**src/rtl/imem_fetch_pkg.sv**
```systemverilog
// Shared types and constants for the byte-serial instruction fetch block.
package imem_fetch_pkg;
  typedef enum logic {
    FETCH = 1'b0,
    HOLD  = 1'b1
  } fetch_state_e;

  localparam logic [31:0] NOP_INSTR       = 32'h00000013;
  localparam int unsigned BYTES_PER_INSTR = 4;
endpackage

```
**src/rtl/instr_byte_assembler.sv**
```systemverilog
// Collects four bytes into a little-endian 32-bit word; done flags a full word.
module instr_byte_assembler
  import imem_fetch_pkg::*;
(
  input  logic        CLK,
  input  logic        reset,
  input  logic        clear_i,
  input  logic        wr_i,
  input  logic [7:0]  byte_i,
  output logic [31:0] word_o,
  output logic [1:0]  idx_o,
  output logic        done_o
);

  logic [31:0] word_q;
  logic [1:0]  idx_q;
  logic        done_q;

  always_ff @(posedge CLK or posedge reset) begin
    if (reset) begin
      word_q <= '0;
      idx_q  <= '0;
      done_q <= 1'b0;
    end else if (clear_i) begin
      word_q <= '0;
      idx_q  <= '0;
      done_q <= 1'b0;
    end else if (wr_i) begin
      word_q[8*idx_q +: 8] <= byte_i;
      idx_q                <= idx_q + 2'd1;
      if (idx_q == 2'(BYTES_PER_INSTR - 1)) done_q <= 1'b1;
    end
  end

  assign word_o = word_q;
  assign idx_o  = idx_q;
  assign done_o = done_q;

endmodule

```
**src/rtl/imem_byte_fetch.sv**
```systemverilog
// Instruction-fetch responder: serial byte fetch over an 8-bit bus, decode
// handshake and PC enable generation.
module imem_byte_fetch
  import imem_fetch_pkg::*;
#(
  parameter int unsigned ADDR_BITS = 16
) (
  input  logic                 CLK,
  input  logic                 reset,
  input  logic [31:0]          PCF,
  input  logic                 FlushF,
  input  logic                 StallD,
  output logic [31:0]          InstrF,
  output logic                 InstrValidF,
  output logic                 MisalignF,
  output logic                 EnF,
  output logic [ADDR_BITS-1:0] mem_addr,
  output logic                 mem_req,
  input  logic                 mem_ack,
  input  logic [7:0]           mem_rdata
);

  fetch_state_e state_q;
  logic         mis_q;
  logic [31:0]  word;
  logic [1:0]   idx;
  logic         done;
  logic         misaligned_pc;
  logic         xfer;
  logic         accept;
  logic         unused_pcf;

  assign misaligned_pc = (idx == 2'd0) && (PCF[1:0] != 2'b00);
  assign mem_req       = !reset && !FlushF && (state_q == FETCH) && !misaligned_pc;
  assign xfer          = mem_req && mem_ack;
  assign accept        = (state_q == HOLD) && !StallD;
  assign EnF           = !reset && (accept || FlushF);
  assign unused_pcf    = ^PCF;

  generate
    if (ADDR_BITS > 2) begin : g_addr
      assign mem_addr = {PCF[ADDR_BITS-1:2], idx};
    end else begin : g_addr_narrow
      assign mem_addr = idx;
    end
  endgenerate

  // Accept and flush both wipe the lane register so a new fetch starts clean.
  instr_byte_assembler u_asm (
    .CLK     (CLK),
    .reset   (reset),
    .clear_i (FlushF || accept),
    .wr_i    (xfer),
    .byte_i  (mem_rdata),
    .word_o  (word),
    .idx_o   (idx),
    .done_o  (done)
  );

  always_ff @(posedge CLK or posedge reset) begin
    if (reset) begin
      state_q <= FETCH;
      mis_q   <= 1'b0;
    end else if (FlushF) begin
      state_q <= FETCH;
      mis_q   <= 1'b0;
    end else begin
      unique case (state_q)
        FETCH: begin
          if (misaligned_pc) begin
            state_q <= HOLD;
            mis_q   <= 1'b1;
          end else if (xfer && (idx == 2'(BYTES_PER_INSTR - 1))) begin
            state_q <= HOLD;
          end
        end
        HOLD: begin
          if (!StallD) begin
            state_q <= FETCH;
            mis_q   <= 1'b0;
          end
        end
        default: state_q <= FETCH;
      endcase
    end
  end

  // A misaligned hold never writes lanes, so the NOP is substituted here.
  assign InstrValidF = done || mis_q;
  assign MisalignF   = mis_q;
  assign InstrF      = mis_q ? NOP_INSTR : word;

endmodule

```
**config.mk**
```make
export PLATFORM = sky130hd
export DESIGN_NAME = imem_byte_fetch
export DESIGN_NICKNAME = d
export VERILOG_FILES = /design/src/rtl/imem_fetch_pkg.sv /design/src/rtl/instr_byte_assembler.sv /design/src/rtl/imem_byte_fetch.sv
export SDC_FILE = /design/constraint.sdc
export NUM_CORES = 1
export LEC_CHECK = 0
export CAP_MARGIN = 30
export CORE_AREA = 5 5 76 78
export DETAILED_ROUTE_END_ITERATION = 10
export DIE_AREA = 0 0 81 83
export PLACE_DENSITY = 0.83
export SYNTH_ARGS = -nofsm -noshare
export SYNTH_HDL_FRONTEND = slang
export SYNTH_HIERARCHICAL = 1
export SYNTH_SLANG_ARGS = --single-unit
```
**constraint.sdc**
```tcl
create_clock -name CLK -period 5.16 [get_ports CLK]
set_input_delay 1.548 -clock CLK [delete_from_list [all_inputs] [get_ports CLK]]
set_output_delay 1.548 -clock CLK [all_outputs]
set_load 0.1 [all_outputs]
```
==> run metrics <==
die area=0.006723 mm²; sequential cell area fraction in the yosys report=0.4290; clock period minus worst slack=around 4.3 ns; cell count after synthesis=194; number of global-route vias before repair=1510; routed length per instance=approximately 16 µm; end point of the critical path=mem_req; Die Span Y=between 80 and 90 µm; NumNets Final=approximately 280; initial antenna violation count=0; maxcap violations=0; CTS tree=built; Worst-path clk slew=0.07 ns; post-CTS setup buffers=0; synth warn=6; share of cells above drive strength 1=0.1491; Critical Path AT=2.75 ns; CTS Sinks=37; Die Wd=81 µm; Final Hold Fails=0; status=complete, no violations; all-layer global routing usage=0.1468; Total Wirelength=approximately 4800 µm; placed insts=between 200 and 300; post-DP HPWL=3307 µm; CTS root buf=clkbuf_8; min-delay worst type=flop to flop; FILL cells=463; total number of vias=1600; Initial Util=0.4308; Mean Syn Cell Area=11.13 µm²; global-route wire length before repair=7714 µm; routability cong.=0.7705; Max Fclk=232.7 MHz; Critical Path, Cell by Cell=clkdlybuf4s50_1 > nor2_1 > nor3_1 > nor4_2 > buf_4; DP Area=~0.0026 mm²; CP Class=input pin to output pin; placeable core area=0.005010 mm²; Worst-Margin Slew=0.9874 ns; Relative slew margins=0.3397; global route overflow=0; Fin Clk Skew=0.004921 ns; Port Buffer Count=52; Final Util=0.5420; mapped cell area=0.002158 mm²; DRC Markers=0; 1st-iter DRT viols=69; Worst R2R Start=u_asm/idx_o[0]; uppermost layer routed=met4; PwrDens=between 200 and 250 mW/mm²; maximum VDD drop=0.1728 mV; startpoint types=input pin; ant diodes=0; Seq cells post-synth=37; Final period util=0.8330; Pwr Total=roughly 640 µW; CTS resizes=0; Post-Route M1 WL=2163 µm; RSZ-0062 raised after global routing=no; Netlist cell types=31; Inserted Clock Buffers=5; largest net degree at the start of global routing=36; Crit. Startpoint=PCF[1]; r2r endpoint=u_asm/word_o[22]; setup slack, reg-to-reg=3.04 ns; Reg2Reg Depth=5; crit-path max cell delay=0.46 ns; net count after synthesis=245; Setup TNS=0 ns; FP Rows=26; Final Max Slew Viols=0; design area=0.002715 mm²; hold buffers post-CTS=0; synth-to-layout area growth=25.80%; Clk Latency, worst-skew pair=approximately 0.29 ns; Cell Count, Final, Fillers Out=between 200 and 300; vias per inst=5.369; LEAKAGE=1.099 nW; crit path capture type=output pin; Final setup viols=0; WL met3=289 µm; io pins=97; CP max-delay cell=clkdlybuf4s50_1; DR WL met2=around 2300 µm; H-tree depth=2; Max clock buf depth=2; CP Max Fanout=3; Pre-antenna DRT Iters=4; Worst Path Required=3.61 ns; antenna-violating nets left=0
[area by class of cell]
type	instances	area [µm²]	share of cell area
tap	70	87.58	0.03226
inverter	6	22.52	0.008295
clock buffer	5	68.82	0.02535
clock inverter	2	35.03	0.01290
sequential	37	925.9	0.3410
timing repair buffer	57	560.5	0.2065
multi-input combinational	121	1015	0.3737
[report_power, final]
part / switching (mW) / internal (mW)
sequential: 0.00541 / 0.292
combinational: 0.0726 / 0.0291
clock: 0.0963 / 0.140
[worst max-delay path: cells and delay by family]
family | cells | cell delay [ns]
buffers and inverters | 2 | 0.71
AND/OR/NAND/NOR | 3 | 0.49
[worst min path at each step]
stage	end	cells past startpoint	from	slack, ns
CTS	u_asm/word_o[17]	1	u_asm/word_o[17]	0.49
finish	u_asm/word_o[4]	1	u_asm/word_o[4]	0.48
global placement	u_asm/word_o[21]	1	u_asm/word_o[21]	0.47
detailed placement	u_asm/word_o[17]	1	u_asm/word_o[17]	0.47
global route	u_asm/word_o[21]	1	u_asm/word_o[21]	0.50
floorplan	u_asm/word_o[26]	1	u_asm/word_o[26]	0.45
[flip-flops by register name (all words and copies together) (netlist names)]
name and flops:
u_asm/word_o 32, u_asm/idx_o 2, MisalignF 1, state_q 1
u_asm/done_o 1
[cell usage in the layout (no fill, tap or decap), types with 2 or more instances in the layout]
cell,instances
ha_1,6
clkbuf_8,5
o2bb2ai_1,6
a21oi_2,2
nor2b_1,30
a32o_1,16
o2bb2ai_2,8
and2_1,8
nor2_1,6
dfrtp_1,37
buf_4,6
clkdlybuf4s50_1,50
inv_1,6
or2_2,4
o2bb2ai_4,2
nand4b_1,8
a21oi_1,4
nand4_1,8
[cell families (layout without fill, tap and decap cells)]
family	count (synthesis)	after routing	share of synthesized area
compound gates	40	40	0.2046
buf+inv	36	70	0.1061
xor+xnor	1	1	0.004059
fa+ha+maj	6	6	0.03478
mux	1	1	0.004638
simple gates	73	73	0.2168
flops	37	37	0.4290
[routing by layer]
layer	track usage	vias up
met5	0	-
met3	0.03571	5
met1	0.1971	780
li1	-	758
met2	0.2285	57
met4	0.05069	0
[cells in the mapped netlist]
cell type  instances  share of area
nor2b_1           30          0.087
clkbuf_1           5         0.0087
nor4bb_1           1         0.0046
buf_4             14          0.049
a32o_1            16          0.074
nand4b_1           8          0.032
o31a_1             1         0.0041
or3b_1             1         0.0041
a21oi_1            4         0.0093
nor4_1             2         0.0058
or2_2              4          0.012
inv_1              6          0.010
nor3_1             2         0.0046
xnor2_1            1         0.0041
buf_12             1         0.0093
buf_6              2          0.010
mux2i_1            1         0.0046
nor2_2             1         0.0029
nor2_1             6          0.010
o2bb2ai_2          8          0.056
buf_2              8          0.019
nand4_1            8          0.023
o2bb2ai_4          2          0.026
and2_1             8          0.023
ha_1               6          0.035
a21oi_2            2         0.0081
o2bb2ai_1          6          0.024
dfrtp_1           37           0.43
and4_4             1         0.0052
nand2_1            1         0.0017
o21a_1             1         0.0035
[stage by stage]
| stage | hold slack (ns) | worst slack [ns] |
|---|---|---|
| 2_1_floorplan | 0.4486 | 0.1686 |
| 3_3_place_gp | 0.4658 | 0.9069 |
| 3_5_place_dp | 0.4733 | 0.8677 |
| 4_1_cts | 0.4898 | 0.8622 |
| 5_1_grt | 0.5024 | 0.7751 |
| 6_report | 0.4834 | 0.8619 |
No activity file was read; power rests on OpenSTA's default activity.
